### config.mk
export PLATFORM = sky130hd
export DESIGN_NAME = hb_decim_sequencer_flat
export DESIGN_NICKNAME = d
export VERILOG_FILES = /design/src/rtl/hb_decim_sequencer_if.sv /design/src/rtl/hb_decim_sequencer.sv /design/src/flat_wrapper.sv
export SDC_FILE = /design/constraint.sdc
export NUM_CORES = 1
export LEC_CHECK = 0
export CAP_MARGIN = 20
export CORE_MARGIN = 3
export CORE_UTILIZATION = 55
export DETAILED_ROUTE_END_ITERATION = 10
export PLACE_DENSITY = 0.73
export SYNTH_ARGS = -nofsm -noshare
export SYNTH_HDL_FRONTEND = slang
export SYNTH_SLANG_ARGS = --single-unit
### constraint.sdc
create_clock -name clk -period 24.1 [get_ports clk]
set_input_delay 2.41 -clock clk [delete_from_list [all_inputs] [get_ports clk]]
set_output_delay 2.41 -clock clk [all_outputs]
set_load 0.005 [all_outputs]
### src/rtl/hb_decim_sequencer_if.sv
// Sample stream interface for the half-band decimator.
//   x_in    : signed input sample (18 bit)
//   x_valid : input strobe, x_in accepted on every edge where high
//   y       : signed decimated output (18 bit), holds between updates
//   y_valid : one-cycle pulse when y is updated
// master drives samples and observes results; slave is the decimator.
interface hb_decim_sequencer_if;
  logic signed [17:0] x_in;
  logic               x_valid;
  logic signed [17:0] y;
  logic               y_valid;

  modport master (output x_in, x_valid, input y, y_valid);
  modport slave  (input x_in, x_valid, output y, y_valid);
endinterface

### src/rtl/hb_decim_sequencer.sv
// Decimate-by-2 9-tap half-band filter sequencer. A single 18x18 signed
// multiplier is time-shared across the two symmetric coefficient pairs;
// the center tap (0.6875 * x[4]) is built from shifts.
// Ports:
//   clk      : clock, rising edge
//   reset    : asynchronous active-low reset
//   s        : sample stream (x_in/x_valid in, y/y_valid out)
//   clr_ovr  : synchronous clear of overrun
//   busy     : high while the sequencer is not IDLE
//   overrun  : sticky, a trigger arrived while the sequencer was mid-compute
//
// state | meaning
// IDLE  | waiting for a trigger (every 2nd accepted sample)
// LOAD  | snapshot pair sums and center tap from the delay line
// PAIR0 | acc = outer pair * COEF_A
// PAIR1 | acc += inner pair * COEF_B
// FINAL | y = acc + center-tap terms, pulse y_valid, may chain into LOAD
module hb_decim_sequencer #(
  parameter logic signed [17:0] COEF_A = -18'sd16941,
  parameter logic signed [17:0] COEF_B = 18'sd105834
) (
  input  logic                       clk,
  input  logic                       reset,
  hb_decim_sequencer_if.slave        s,
  input  logic                       clr_ovr,
  output logic                       busy,
  output logic                       overrun
);

  typedef enum logic [2:0] {IDLE, LOAD, PAIR0, PAIR1, FINAL} state_t;

  state_t             state;
  logic signed [17:0] dl [0:8];
  logic               phase;
  logic signed [17:0] s1, s2, c, acc;
  logic signed [17:0] mul_a, mul_b;
  logic signed [35:0] prod;
  logic signed [17:0] prod_hi;
  logic signed [17:0] c_sum;
  logic               trigger;
  logic               drop;

  assign trigger = s.x_valid & phase;
  assign drop    = trigger & ((state == LOAD) | (state == PAIR0) | (state == PAIR1));

  // Operand mux: inner pair only during PAIR1, outer pair otherwise.
  always_comb begin
    mul_a = s1;
    mul_b = COEF_A;
    if (state == PAIR1) begin
      mul_a = s2;
      mul_b = COEF_B;
    end
  end

  assign prod    = mul_a * mul_b;
  assign prod_hi = prod[35:18];
  assign c_sum   = (c >>> 1) + (c >>> 3) + (c >>> 4);

  always_ff @(posedge clk or negedge reset) begin
    if (!reset) begin
      for (int i = 0; i < 9; i++) dl[i] <= '0;
      phase     <= 1'b0;
      state     <= IDLE;
      s1        <= '0;
      s2        <= '0;
      c         <= '0;
      acc       <= '0;
      s.y       <= '0;
      s.y_valid <= 1'b0;
      busy      <= 1'b0;
      overrun   <= 1'b0;
    end else begin
      s.y_valid <= 1'b0;

      // Delay line and phase advance on every accepted sample, whatever the FSM is doing.
      if (s.x_valid) begin
        dl[0] <= {s.x_in[17], s.x_in[17:1]};
        for (int i = 1; i < 9; i++) dl[i] <= dl[i-1];
        phase <= ~phase;
      end

      if (drop)
        overrun <= 1'b1;
      else if (clr_ovr)
        overrun <= 1'b0;

      case (state)
        IDLE: begin
          if (trigger) begin
            state <= LOAD;
            busy  <= 1'b1;
          end
        end
        LOAD: begin
          // Registers still hold the line as it was right after the trigger shift.
          s1    <= dl[1] + dl[7];
          s2    <= dl[3] + dl[5];
          c     <= dl[4];
          state <= PAIR0;
        end
        PAIR0: begin
          acc   <= prod_hi;
          state <= PAIR1;
        end
        PAIR1: begin
          acc   <= acc + prod_hi;
          state <= FINAL;
        end
        FINAL: begin
          s.y       <= acc + c_sum;
          s.y_valid <= 1'b1;
          if (trigger) begin
            state <= LOAD;
          end else begin
            state <= IDLE;
            busy  <= 1'b0;
          end
        end
        default: begin
          state <= IDLE;
          busy  <= 1'b0;
        end
      endcase
    end
  end

endmodule

### src/flat_wrapper.sv
// flat-port wrapper written by rule: the top's interface ports become plain ports
module hb_decim_sequencer_flat 
#(
  parameter logic signed [17:0] COEF_A = -18'sd16941,
  parameter logic signed [17:0] COEF_B = 18'sd105834
)
  (clk, reset, clr_ovr, busy, overrun, s_x_in, s_x_valid, s_y, s_y_valid);
  hb_decim_sequencer_if s_i ();
  input  logic clk;
  input  logic reset;
  input  logic clr_ovr;
  output logic busy;
  output logic overrun;
  input wire logic [$bits(s_i.x_in)-1:0] s_x_in;
  input wire logic [$bits(s_i.x_valid)-1:0] s_x_valid;
  output wire logic [$bits(s_i.y)-1:0] s_y;
  output wire logic [$bits(s_i.y_valid)-1:0] s_y_valid;
  assign s_i.x_in = s_x_in;
  assign s_i.x_valid = s_x_valid;
  assign s_y = s_i.y;
  assign s_y_valid = s_i.y_valid;
  hb_decim_sequencer #(.COEF_A(COEF_A), .COEF_B(COEF_B)) u_core (.clk(clk), .reset(reset), .s(s_i), .clr_ovr(clr_ovr), .busy(busy), .overrun(overrun));
endmodule
==> results.ini, run 1 <==
[worst_setup_path]
cp_top_family = adder cells
timing.rr.start = u_core.state[1]
start_kind = flop
worst-path-buf-inv = 7
path_class = flop to flop
r2r_end = u_core.acc[17]
slowest_delay_ns = 0.58
cp.arrival_ns = 11.29
cp.required_ns = 24.49
r2r_setup_slack_ns = 13.20
cpMostUsedCell = inv_1
rr_worst_depth = 36
crit_slowest_cell = a2111oi_0
path_max_fanout = 30
end_kind = flop

[run]
cap_violations = 0

[min_path]
holdCritPathClass = flop to flop
worstHoldPathCells = 2
holdCritStartpoint = u_core.dl[37]
worstHoldEndpoint = u_core.dl[19]

[cts]
htree_levels = 1
cts.repair.resized = 0
ctsHoldBuffers = 0
cts_sinks = 231
cts_tree = done
ctsLongestPathBuffers = 3
path_clk_slew_ns = 0.07
clk-insertion-delay-late_ns = 0.52
root_buffer = clkbuf_16
post_cts_buffers = 0
numCtsBuffers = 23

[synth]
synth_cell_types = 62
synthFlopType = dfrtp_1
synth_common_cells = 464 x inv_1, 263 x fa_1, 231 x dfrtp_1
synth_edf_count = 0
avgSynthCellArea_um2 = 10.2
yosysMostFrequentCell = inv_1
syn_area_um2 = 21300
ys_async_sr_fraction_pct = 100
synthTopCellsByArea = dfrtp_1 27%, fa_1 25%, ha_1 13%
synth_top_cell_by_area = dfrtp_1
ys_ff_latch = 231
yosysSeqAreaShare_pct = 27.1
syn_inst = 2081
ys_warn_count = 0
synth_top_area_share_pct = 27.1

[layout]
num-fill-cells = 3116
multi_input_area_um2 = 13600
area_growth_pct = 8.00
final_nets = 2615
final_area_um2 = 23000
register_area_um2 = 5780
drive_gt1_share_pct = 9.34
fin_cells = 2630
antenna_cells = 0

[global_route]
antenna_found_initial = 0
grt_use_total_pct = 22.5
grt_pass1_wl_um = 75200
grt_pass1_vias = 14768
grt.overflow.total = 0
grt_max_degree = 102

[detailed_routing]
dr.first_iter.drc_count = 782
drtAntennaViolNets = 0
vias = 14002
vias_per_cell = 5.32
drt-pass1-iter-count = 5
drc = 0
routed_wl_um = 44700
wl_per_cell_um = 17.0

[timing]
hold_violations = 0
fmax_mhz = 91.8
timing.final.max_slew_violations = 0
min_period_ns = 10.90
final.setup.tns_ns = 0
rsz0062_at_grt = no
tightestPinTransition_ns = 1.04
finalClockSkew_ns = 0.0119
finalSetupViolCount = 0
period_share_pct = 45.2
worst_slew_margin_rel_pct = 30.8

[floorplanning]
die_h_um = 203
die_x_um = 203
rows = 71
fp.dieArea_um2 = 41100
initial_utilization_pct = 56.2
core_area_um2 = 37900
io_pins = 43

[placement]
place_inst = 2589
dpl.hpwl_um = 35900
gp_congestion = 0.900
placed_cell_area_um2 = 22200
io_buffers = 41

[outcome]
outcome = finished, final reports clean

-- state kept, by name (all words and copies together) (netlist names) --
register          cells
u_core.acc           18
u_core.busy           1
u_core.c             16
u_core.dl           136
u_core.overrun        1
u_core.phase          1
u_core.s.y           18
u_core.s.y_valid      1
u_core.s1            18
u_core.s2            18
u_core.state          3
-- cells by family (layout without fill, tap and decap cells) --
kind of cell | Yosys count | after routing | share of synthesized area, %
simple gates | 384 | 384 | 8.02
flops | 231 | 231 | 27.1
compound gates | 229 | 229 | 6.68
fa+ha+maj | 489 | 489 | 38.0
mux | 148 | 148 | 7.74
other cells | 2 | 6 | 0.0352
xor+xnor | 77 | 77 | 3.20
buf+inv | 521 | 555 | 9.23
-- worst max-delay path by stage --
stage                          from              to  cells past startpoint
floorplan           u_core.state[2]  u_core.acc[17]                     39
global placement    u_core.state[1]  u_core.acc[17]                     36
detailed placement  u_core.state[1]  u_core.acc[17]                     36
CTS                 u_core.state[1]  u_core.acc[17]                     36
global route        u_core.state[1]  u_core.acc[17]                     36
finish              u_core.state[1]  u_core.acc[17]                     36
-- layer usage --
| metal | vias to the layer above | track usage, % | part of all wire (%) |
|---|---|---|---|
| met4 | 0 | 5.47 | 2.4 |
| met3 | 70 | 2.00 | 4.2 |
| li1 | 6596 | - | - |
| met1 | 7026 | 32.7 | 46 |
| met5 | - | 0 | 0 |
| met2 | 310 | 37.1 | 48 |
-- cells in the final DEF, fill, tap and decap left out, types with 23 or more instances in the layout --
cell type,Yosys,routed
mux2_2,134,134
xnor2_1,50,50
xor2_1,26,26
ha_1,226,226
o21ai_0,83,83
nand3_1,24,24
dfrtp_1,231,231
a21oi_1,56,56
nand2_1,223,223
nor2_1,52,51
clkbuf_16,0,23
inv_1,464,464
fa_1,263,263
clkdlybuf4s50_1,0,39
-- cell type report --
type	count	share of cell area, %
multi-input combinational	1333	59.0
sequential	231	25.1
inverter	464	7.57
tap	511	2.78
clock buffer	30	2.70
timing repair buffer	51	2.22
clock inverter	10	0.582
-- stage by stage --
stage          setup slack, ns  hold WS (ns)  utilization (%)
3_3_place_gp             13.50         0.454             58.6
3_5_place_dp             13.22         0.472             58.6
6_report                 13.20         0.480             60.7
2_1_floorplan            14.95         0.439                -
4_1_cts                  13.20         0.485             60.6
5_1_grt                  12.35         0.510             60.7
-- worst register-to-register path, delay by kind of cell, from the launching register on --
| family | cells | cell delay, ns |
|---|---|---|
| adder cells (fa/ha/maj) | 8 | 3.60 |
| AND/OR/NAND/NOR | 9 | 2.35 |
| AO/OA/AOI/OAI | 11 | 2.98 |
| buffers and inverters | 7 | 1.04 |
| flip-flops | 1 | 0.53 |
| XOR/XNOR | 1 | 0.27 |
Power of run 1 is left out: the tool's default activity adds up to more than one toggle a clock period on the data nets, which glitch-free logic cannot reach.
==> inputs of run 2 (changes only) <==
==> constraint.sdc (replaced) <==
create_clock -name clk -period 10.5 [get_ports clk]
set_input_delay 1.05 -clock clk [delete_from_list [all_inputs] [get_ports clk]]
set_output_delay 1.05 -clock clk [all_outputs]
set_load 0.005 [all_outputs]
==> run 2 against run 1 <==
Compared with the run above: non-clock buffer count is 4 higher; worst hold slack worse by 0.0025 ns; clock skew increased by 0.0076 ns; register-to-register slack lost 13 ns; highest routed layer unchanged.
==> results.ini, run 2 (synthesis gave the netlist of run 1 again) <==
[detailed_routing]
routed_wl_um = 44200
drtAntennaViolNets = 0
vias_per_cell = 5.27
dr.first_iter.drc_count = 737
drc = 0
wl_per_cell_um = 16.8
drt-pass1-iter-count = 5
vias = 13889

[timing]
rsz0062_at_grt = no
period_share_pct = 93.6
final.setup.tns_ns = 0
fin_ws_ns = 0.675
hold_violations = 0
worst_slew_margin_rel_pct = 35.0
fmax_mhz = 102
timing.final.max_slew_violations = 0
min_period_ns = 9.82
finalSetupViolCount = 0
finalClockSkew_ns = 0.0196
tightestPinTransition_ns = 0.975

[floorplanning]
die_h_um = 203
rows = 71
fp.dieArea_um2 = 41100
core_area_um2 = 37900
initial_utilization_pct = 56.2
io_pins = 43
die_x_um = 203

[cts]
clk-insertion-delay-late_ns = 0.51
path_clk_slew_ns = 0.07
htree_levels = 1
cts_tree = done
root_buffer = clkbuf_16
ctsLongestPathBuffers = 3
cts_sinks = 231
numCtsBuffers = 22

[run]
cap_violations = 0

[layout]
mostFrequentLayoutCell = inv_1
area_growth_pct = 8.27
antenna_cells = 0
drive_gt1_share_pct = 9.84
regMostFlops = u_core.dl
fin_cells = 2634
final_nets = 2618
largest_reg_flops = 136
layout_common_cells = 464 x inv_1, 263 x fa_1, 231 x dfrtp_1

[worst_setup_path]
crit_slowest_cell = fa_1
path_class = flop to flop
cp.arrival_ns = 10.21
cpMostUsedCell = inv_1
end_kind = flop
rr_worst_depth = 39
start_kind = flop
cp.required_ns = 10.89
slowest_delay_ns = 0.53
path_max_fanout = 13

[global_route]
grt.overflow.total = 0
grt_pass1_vias = 14925
grt_max_degree = 102
grt_use_total_pct = 22.5
grt_pass1_wl_um = 75200
antenna_found_initial = 0

[placement]
place_ws_ns = 0.322
dpl.hpwl_um = 36200
io_buffers = 41
gp_congestion = 0.909
place_inst = 2594

[min_path]
worstHoldPathCells = 2
holdCritPathClass = flop to flop

[outcome]
outcome = finished, final reports clean

run 2: path summary, 6_finish.rpt:
check	startpoint	slack (ns)	to
worst min register to register	u_core.dl[109]	0.48	u_core.dl[91]
max in group asynchronous	reset	8.42	u_core.dl[134]
worst min-delay path	u_core.dl[109]	0.48	u_core.dl[91]
worst max register to register	u_core.state[2]	0.68	u_core.acc[17]
worst max-delay path	u_core.state[2]	0.68	u_core.acc[17]
min in group asynchronous	reset	0.58	u_core.s.y[8]
run 2: area by class of cell:
class                   instances  area, um^2
fillers                      3133       14900
multi-input cells            1333       13600
flip-flops and latches        231        5780
inverters                     464        1740
clock buffers                  30         652
well taps                     511         639
repair buffers                 55         522
clock inverters                10         111
run 2: what timing repair did:
action                                  CTS  global route
buffers inserted                          0             0
hold buffers                              0             0
endpoints found under the setup margin    0             3
resized for setup                         0             7
run 2: metrics by stage:
| stage | util (%) | cell area [um^2] | hold WS [ns] |
|---|---|---|---|
| 2_1_floorplan | - | 21300 | 0.439 |
| 3_3_place_gp | 58.7 | 22300 | 0.464 |
| 3_5_place_dp | 58.7 | 22300 | 0.467 |
| 4_1_cts | 60.7 | 23000 | 0.471 |
| 5_1_grt | 60.8 | 23100 | 0.514 |
| 6_report | 60.8 | 23100 | 0.477 |
run 2: layer usage:
metal / global-route usage, % / vias to the layer above / part of all wire, %
met2: 37.2 / 259 / 47
met4: 5.42 / 0 / 2.5
met1: 32.1 / 6967 / 46
met3: 2.66 / 59 / 4.5
li1: - / 6604 / -
met5: 0 / - / 0
run 2: critical path: cells and delay by family, from the launching register on:
| family | cells | cell delay [ns] |
|---|---|---|
| buffers and inverters | 10 | 1.05 |
| DFF | 1 | 0.47 |
| and+or+nand+nor | 10 | 1.89 |
| xor gates and xnor gates | 1 | 0.20 |
| AOI/OAI and AO/OA | 10 | 2.59 |
| adders and majority gates | 8 | 3.49 |
Power of run 2 is left out for the same reason.
==> inputs of run 3 (changes only) <==
--- a/config.mk
+++ b/config.mk
@@ -10,6 +10,7 @@
 export CORE_UTILIZATION = 55
 export DETAILED_ROUTE_END_ITERATION = 10
 export PLACE_DENSITY = 0.73
+export SLEW_MARGIN = 15
 export SYNTH_ARGS = -nofsm -noshare
 export SYNTH_HDL_FRONTEND = slang
 export SYNTH_SLANG_ARGS = --single-unit
==> results of run 3 <==
Final layout, timing and power as in run 2 (identical DEF).
Power of run 3 is left out for the same reason.
